<file path="config.mk">
export PLATFORM = sky130hd
export DESIGN_NAME = mem_ctrl
export DESIGN_NICKNAME = d
export VERILOG_FILES = /design/src/rtl/mem_ctrl.sv
export SDC_FILE = /design/constraint.sdc
export NUM_CORES = 1
export LEC_CHECK = 0
export ABC_AREA = 0
export BUFFER_PORTS_ARGS = -buffer_cell sky130_fd_sc_hd__buf_2
export CORE_AREA = 3 3 215 217
export CTS_BUF_LIST = sky130_fd_sc_hd__clkbuf_8
export DETAILED_ROUTE_END_ITERATION = 10
export DIE_AREA = 0 0 218 220
export PLACE_DENSITY = 0.49
export SLEW_MARGIN = 15
export SYNTH_ARGS = -nofsm -noshare
export SYNTH_HDL_FRONTEND = slang
export SYNTH_SLANG_ARGS = --single-unit
</file>
<file path="constraint.sdc">
create_clock -name CLK -period 1.88 [get_ports CLK]
set_clock_uncertainty 0.15 [all_clocks]
set_input_delay 0.282 -clock CLK [delete_from_list [all_inputs] [get_ports CLK]]
set_output_delay 0.282 -clock CLK [all_outputs]
set_load 0.05 [all_outputs]
</file>
<file path="src/rtl/mem_ctrl.sv">
// Memory stage of a Y86-64 style pipeline: the M and W registers, the data-memory request decode and the stage status.
// Optional MEM_FWD_EN drives the m_stat/m_valM/m_dstM forwarding taps; when it is undefined they are held at bubble values.
`ifndef DATA_WID
`define DATA_WID 64
`endif

module mem_ctrl (
  input  logic                   CLK,
  input  logic                   RST,
  input  logic [2:0]             e_stat,
  input  logic [3:0]             e_icode,
  input  logic                   e_Cnd,
  input  logic [`DATA_WID-1:0]   e_valE,
  input  logic [`DATA_WID-1:0]   e_valA,
  input  logic [3:0]             e_dstE,
  input  logic [3:0]             e_dstM,
  input  logic                   M_stall,
  input  logic                   M_bubble,
  input  logic                   W_stall,
  input  logic                   W_bubble,
  output logic [`DATA_WID-1:0]   mem_addr,
  output logic [`DATA_WID-1:0]   mem_wdata,
  output logic                   mem_write,
  output logic                   mem_read,
  input  logic [`DATA_WID-1:0]   mem_valM,
  input  logic                   dmem_error,
  output logic [2:0]             W_stat,
  output logic [3:0]             W_icode,
  output logic [`DATA_WID-1:0]   W_valE,
  output logic [`DATA_WID-1:0]   W_valM,
  output logic [3:0]             W_dstE,
  output logic [3:0]             W_dstM,
  output logic [2:0]             m_stat,
  output logic [`DATA_WID-1:0]   m_valM,
  output logic [3:0]             m_dstM
);

  localparam logic [2:0] SAOK  = 3'd1;
  localparam logic [2:0] SHLT  = 3'd2;
  localparam logic [2:0] SADR  = 3'd3;
  localparam logic [2:0] SINS  = 3'd4;
  localparam logic [3:0] INOP  = 4'h1;
  localparam logic [3:0] RNONE = 4'hF;

  logic [2:0]           M_stat_q,  M_stat_d;
  logic [3:0]           M_icode_q, M_icode_d;
  logic                 M_Cnd_q,   M_Cnd_d;
  logic [`DATA_WID-1:0] M_valE_q,  M_valE_d;
  logic [`DATA_WID-1:0] M_valA_q,  M_valA_d;
  logic [3:0]           M_dstE_q,  M_dstE_d;
  logic [3:0]           M_dstM_q,  M_dstM_d;

  logic [2:0]           W_stat_q,  W_stat_d;
  logic [3:0]           W_icode_q, W_icode_d;
  logic [`DATA_WID-1:0] W_valE_q,  W_valE_d;
  logic [`DATA_WID-1:0] W_valM_q,  W_valM_d;
  logic [3:0]           W_dstE_q,  W_dstE_d;
  logic [3:0]           W_dstM_q,  W_dstM_d;

  logic                 rd_s;
  logic                 wr_raw_s;
  logic [`DATA_WID-1:0] addr_s;
  logic [2:0]           m_stat_s;
  logic [`DATA_WID-1:0] m_valM_s;
  logic                 w_halted_s;
  logic                 w_hold_s;

  // M register next state: stall beats bubble, otherwise take the execute results.
  always_comb begin
    M_stat_d  = M_stat_q;
    M_icode_d = M_icode_q;
    M_Cnd_d   = M_Cnd_q;
    M_valE_d  = M_valE_q;
    M_valA_d  = M_valA_q;
    M_dstE_d  = M_dstE_q;
    M_dstM_d  = M_dstM_q;
    if (M_stall) begin
      M_stat_d = M_stat_q;
    end else if (M_bubble) begin
      M_stat_d  = SAOK;
      M_icode_d = INOP;
      M_Cnd_d   = 1'b0;
      M_valE_d  = {`DATA_WID{1'b0}};
      M_valA_d  = {`DATA_WID{1'b0}};
      M_dstE_d  = RNONE;
      M_dstM_d  = RNONE;
    end else begin
      M_stat_d  = e_stat;
      M_icode_d = e_icode;
      M_Cnd_d   = e_Cnd;
      M_valE_d  = e_valE;
      M_valA_d  = e_valA;
      M_dstE_d  = e_dstE;
      M_dstM_d  = e_dstM;
    end
  end

  // M register with synchronous reset to the bubble.
  always_ff @(posedge CLK) begin
    if (RST) begin
      M_stat_q  <= SAOK;
      M_icode_q <= INOP;
      M_Cnd_q   <= 1'b0;
      M_valE_q  <= {`DATA_WID{1'b0}};
      M_valA_q  <= {`DATA_WID{1'b0}};
      M_dstE_q  <= RNONE;
      M_dstM_q  <= RNONE;
    end else begin
      M_stat_q  <= M_stat_d;
      M_icode_q <= M_icode_d;
      M_Cnd_q   <= M_Cnd_d;
      M_valE_q  <= M_valE_d;
      M_valA_q  <= M_valA_d;
      M_dstE_q  <= M_dstE_d;
      M_dstM_q  <= M_dstM_d;
    end
  end

  // Memory request decode from the instruction held in M.
  always_comb begin
    rd_s     = 1'b0;
    wr_raw_s = 1'b0;
    addr_s   = {`DATA_WID{1'b0}};
    case (M_icode_q)
      4'h4, 4'h8, 4'hA: begin
        wr_raw_s = 1'b1;
        addr_s   = M_valE_q;
      end
      4'h5: begin
        rd_s   = 1'b1;
        addr_s = M_valE_q;
      end
      4'h9, 4'hB: begin
        rd_s   = 1'b1;
        addr_s = M_valA_q;
      end
      default: begin
        rd_s     = 1'b0;
        wr_raw_s = 1'b0;
        addr_s   = {`DATA_WID{1'b0}};
      end
    endcase
  end

  // A faulted older instruction in W must not let a younger store reach memory.
  assign mem_write = wr_raw_s & (W_stat_q == SAOK);
  assign mem_read  = rd_s;
  assign mem_addr  = addr_s;
  assign mem_wdata = M_valA_q;

  assign m_stat_s = (dmem_error && (rd_s || wr_raw_s)) ? SADR : M_stat_q;
  assign m_valM_s = rd_s ? mem_valM : {`DATA_WID{1'b0}};

`ifdef MEM_FWD_EN
  assign m_stat = m_stat_s;
  assign m_valM = m_valM_s;
  assign m_dstM = M_dstM_q;
`else
  assign m_stat = SAOK;
  assign m_valM = {`DATA_WID{1'b0}};
  assign m_dstM = RNONE;
`endif

  // An exception status freezes W until reset.
  assign w_halted_s = (W_stat_q == SADR) || (W_stat_q == SHLT) || (W_stat_q == SINS);
  assign w_hold_s   = W_stall | w_halted_s;

  // W register next state with the same stall-over-bubble priority as M.
  always_comb begin
    W_stat_d  = W_stat_q;
    W_icode_d = W_icode_q;
    W_valE_d  = W_valE_q;
    W_valM_d  = W_valM_q;
    W_dstE_d  = W_dstE_q;
    W_dstM_d  = W_dstM_q;
    if (w_hold_s) begin
      W_stat_d = W_stat_q;
    end else if (W_bubble) begin
      W_stat_d  = SAOK;
      W_icode_d = INOP;
      W_valE_d  = {`DATA_WID{1'b0}};
      W_valM_d  = {`DATA_WID{1'b0}};
      W_dstE_d  = RNONE;
      W_dstM_d  = RNONE;
    end else begin
      W_stat_d  = m_stat_s;
      W_icode_d = M_icode_q;
      W_valE_d  = M_valE_q;
      W_valM_d  = m_valM_s;
      W_dstE_d  = M_dstE_q;
      W_dstM_d  = M_dstM_q;
    end
  end

  // W register with synchronous reset to the bubble.
  always_ff @(posedge CLK) begin
    if (RST) begin
      W_stat_q  <= SAOK;
      W_icode_q <= INOP;
      W_valE_q  <= {`DATA_WID{1'b0}};
      W_valM_q  <= {`DATA_WID{1'b0}};
      W_dstE_q  <= RNONE;
      W_dstM_q  <= RNONE;
    end else begin
      W_stat_q  <= W_stat_d;
      W_icode_q <= W_icode_d;
      W_valE_q  <= W_valE_d;
      W_valM_q  <= W_valM_d;
      W_dstE_q  <= W_dstE_d;
      W_dstM_q  <= W_dstM_d;
    end
  end

  assign W_stat  = W_stat_q;
  assign W_icode = W_icode_q;
  assign W_valE  = W_valE_q;
  assign W_valM  = W_valM_q;
  assign W_dstE  = W_dstE_q;
  assign W_dstM  = W_dstM_q;

endmodule

</file>
## After elaboration in Yosys (flattened, before gate mapping)

Cells that the tools add are included.

- Equality and inequality tests: 10
- Muxes and demuxes: 17
- Reductions and logical operators: 8
- Bitwise operators: 2

Operators by type and width:

| cell | count |
|---|---|
| $mux 64 | 5 |
| $pmux 64 s2 | 1 |
| $mux 4 | 6 |
| $eq 4x4->1 const B | 4 |
| $mux 3 | 3 |
| $eq 4x3->1 const B | 2 |
| $eq 3x2->1 const B | 2 |
| $reduce_or 3->1 | 2 |
| $reduce_or 4->1 | 1 |
| $eq 3x1->1 const B | 1 |
| $eq 3x3->1 const B | 1 |
| $logic_or 1x1->1 | 3 |
| $mux 1 | 2 |
| $reduce_or 2->1 | 1 |
| $and 1x1->1 | 1 |
| $logic_and 1x1->1 | 1 |
| $or 1x1->1 | 1 |

- Bits in registers: 286
- Word-level logic and storage cells: 49
- Bits of input ports: 215
- Output and inout port bits: 344

## Depth between registers and ports, before layout

- Depth after elaboration: 7
- Mapped depth: 6
- Mapped depth without buffers: 3

## Least setup slack after synthesis

OpenSTA, ideal clock, no wires.

- Kind: flip-flop to output port
- Start: register W_stat_q[0], in the netlist W_stat[0]
- End: output port mem_write
- Stages on the path, launching flop included: 3
- Arrival time: 2.225 ns
- Buffers on the path: 0
- Required time: 1.448 ns
- Slack: -0.777 ns
- Path through: dfxtp_1 -> nand2_1 -> nor4_1

- Cells in the longest elaborated chain, start to end: 2

Ends and longest elaborated chain:

| item | line | text |
|---|---|---|
| start, declared | 53 | `logic [2:0] W_stat_q, W_stat_d;` |
| start signal, assigned | 205 | `W_stat_q <= W_stat_d;` |
| $eq 3x1->1 | 146 | `assign mem_write = wr_raw_s & (W_stat_q == SAOK);` |
| $and 1x1->1 | 146 |  |
| end, declared | 23 | `output logic mem_write,` |

No other way between the ends.

## Worst setup path after layout

- Start: register M_icode_q[2]
- End: output port mem_addr[37]

- Cells in the longest elaborated chain, start to end: 3
- Elaborated cells between the ends (all ways): 9
- Those cells by class: eq/ne (6); mux (1); reduce/logical (2)

Ends and longest elaborated chain:

| item | line | text |
|---|---|---|
| start, declared | 46 | `logic [3:0] M_icode_q, M_icode_d;` |
| start signal, assigned | 110 | `M_icode_q <= M_icode_d;` |
| $eq 4x3->1 / $eq 4x4->1 (equally long branches) | 124 | `case (M_icode_q)` |
| $reduce_or 4->1 (no source line) / $reduce_or 2->1 (equally long branches) | - |  |
| $pmux 64 s2 * | 124 |  |
| end, declared | 21 | `` output logic [`DATA_WID-1:0] mem_addr, `` |

Every way passes the cells marked *; elsewhere a longest branch is shown, timed or not.

==> qor.txt <==
Vias/cell: 5.11
TritonCTS Sinks: 286
Pwr Total: 15.0 mW
Antenna Nets Post-Route: 0
crit-path cells: nor3b_4 -> a21o_4 -> buf_16 -> a22o_2 -> buf_6
top post-synthesis cells by count: dfxtp_1 (286), nor2_1 (145), a22oi_1 (132)
Routed WL: 54.6 mm
sw power: 4.44 mW
clock share of power: 41.3%
nets@finish: 2263
asr flop ratio synth: 0%
Layout fillers: 4265
Seq/Total Area, Yosys: 44.7%
Worst Setup End Kind: primary output
PD cells: 762 nW/um^2
Core Region: 44300 sq um
Skew-Pair Late Insertion Delay: 0.62 ns
Layout Utilization: 44.3%
Reg area: 5740 sq um
leakage: 8.86 nW
clock period minus worst slack: 2.44 ns
Distinct cells, synth: 42
worst setup margin: -0.557 ns
total track usage: 21.1%
Cells after DPL: 2365
I/O pins: 559
synthesis-stage register bit count: 286
measured slew at the worst slew-check pin: 0.608 ns
Max Slew Vio Count: 0
placed inst area: 15800 sq um
Top delay family on crit path: compound AO/OA/AOI/OAI gates
CTS max path bufs: 3
CTS H-tree lvls: 2
Critical-path top delay cell: dfxtp_4
Worst path max stage delay: 0.35 ns
die area: 48000 sq um
DR WL/cell: 20.4 um
synthesized area per cell: 9.04 sq um
Setup TNS Final: -35.20 ns
EDFF count, synth: 0
area of the multi-input gates: 5960 sq um
Final Setup Violations: 66
Yosys top cell by area: dfxtp_1
TritonRoute pass-1 iters: 5
RePlAce Congestion: 0.863
Sw Ratio: 29.7%
unrepaired setup endpoints after global routing: yes
Post-synth top flop: dfxtp_1
top-count cell post-synth: dfxtp_1
Overflow after GRT: 0
largest net degree at the start of global routing: 105
worst setup path class: flip-flop to primary output
Port Buf Inserts: 486
row count: 77
ranking of synthesized cells by area: dfxtp_1 (45%), a22oi_1 (7.7%), a22o_1 (4.4%)
CTS root buf: clkbuf_8
Peak supply drop: 0.000628 V
post-synth top area share: 44.7%
outcome: complete, but fails checks
antenna violations before repair: 3
max_cap viols: 0
worst hold path class: primary input to flip-flop
max frequency: 0.410 GHz
Hold Violations, Final: 0
DR vias: 13700
Critical Path Start Type: flip-flop
# DRC: 0
sequential share of power: 42.5%
Tcrit/Tclk final: 130%
Int Pwr: 10.5 mW
first-pass GRT wire length: 80.2 mm
synthesized area: 12800 sq um
Reg clk slew, reported paths: 0.06 ns
Combinational Power Share: 16.2%
crit path DAT: 2.00 ns
layout cells sized above 1: 34.6%
vias in the first global route: 13500
worst path buffer plus inverter count: 2
CTS tree: yes
Cells after Synth: 1416
post-route cell area: 19600 sq um
DP HPWL: 34.8 mm
Initial Utilization: 28.9%
worst endpoint required time: 1.45 ns
Syn. warnings: 0
violations in the final reports: setup timing
Num CTS Buffers: 52
Relative slew margins: 59.5%
initial drt markers: 1076
final cell count without fillers: 2681
Area growth syn-to-layout: 53.4%
Die H: 220 um
CP max FO: 25
die width: 218 um
-- final cells by class --
class / instances / share of cell area [%]
inverter: 70 / 1.34
clock inverter: 26 / 0.828
tap: 592 / 3.77
timing repair buffer: 757 / 29.7
clock buffer: 67 / 4.70
antenna: 2 / 0.0255
sequential: 286 / 29.3
multi-input combinational: 881 / 30.4
-- final timing paths --
kind | depth (start not counted) | to | slack (ns) | from
setup / recovery | 5 | mem_addr[37] | -0.56 | M_icode_q[2]
hold / removal | 4 | W_valE[47] | 0.10 | W_bubble
setup reg to reg | 4 | W_valM[5] | 0.09 | W_stat[2]
hold reg to reg | 2 | W_valE[37] | 0.31 | W_valE[37]
-- worst register-to-register path: cells and delay by family (launching register included) --
kind | cells | cell delay (ns)
simple gates | 2 | 0.47
compound gates | 1 | 0.40
flops | 1 | 0.37
buf+inv | 1 | 0.25
-- power groups by stage --
stage	combinational, mW	sequential (mW)	clock [mW]
3_5_place_dp	1.98	6.48	0
4_1_cts	2.39	6.35	6.43
5_1_grt	2.58	6.37	6.68
2_1_floorplan	1.16	6.74	0
3_3_place_gp	1.97	6.49	0
6_report	2.43	6.35	6.18
-- what timing repair did --
item	4_1_cts	5_1_grt
resized for setup	137	10
cloned	2	4
endpoints found under the setup margin	69	67
buffers inserted	1	4
hold buffers	210	0
pin swaps	3	2
hold endpoints to repair	224	0
-- sequential cells by signal (all words and copies together), names as in the netlist, 4 cells and up --
| signal | count |
|---|---|
| M_dstE_q | 4 |
| M_dstM_q | 4 |
| M_icode_q | 4 |
| M_valE_q | 64 |
| W_dstE | 4 |
| W_dstM | 4 |
| W_icode | 4 |
| W_valE | 64 |
| W_valM | 64 |
| mem_wdata | 64 |
-- routing by layer --
| metal | wire [um] | vias to the layer above | global-route usage (%) | part of all wire, % |
|---|---|---|---|---|
| met2 | 26200 | 562 | 35.5 | 48 |
| li1 | - | 6442 | - | - |
| met3 | 4030 | 113 | 5.57 | 7.4 |
| met1 | 22500 | 6591 | 25.6 | 41 |
| met5 | 13 | - | 0 | 0.024 |
| met4 | 1850 | 2 | 8.68 | 3.4 |
-- cells in the final DEF, fill, tap and decap left out, drive strengths merged, types with 3 or more instances in the layout --
| cell type | instances |
|---|---|
| a22oi | 132 |
| conb | 71 |
| dlygate4sd3 | 210 |
| o311ai | 64 |
| nor2b | 70 |
| o31ai | 67 |
| o22ai | 10 |
| and4 | 9 |
| nand2 | 11 |
| a31oi | 9 |
| nand4 | 67 |
| a21oi | 68 |
| nor3b | 3 |
| o211ai | 3 |
| inv | 86 |
| buf | 542 |
| a22o | 64 |
| dfxtp | 286 |
| clkbuf | 72 |
| o41ai | 66 |
| clkinv | 6 |
| o21ai | 11 |
| nor2 | 145 |
-- stage by stage --
stage | hold WS (ns) | worst slack, ns
after global routing | 0.0684 | -0.645
after global placement | 0.299 | -0.0210
final | 0.101 | -0.557
after detailed placement | 0.303 | -0.0888
after floorplan | 0.267 | 0.0186
after CTS | 0.00892 | -0.641
-- logic make-up after synthesis --
group / share of synthesized area [%]
compound gates: 30.5
flops: 44.7
other cells: 0.0587
buf+inv: 12.1
simple gates: 12.6
(Power assumes the default switching activity.)
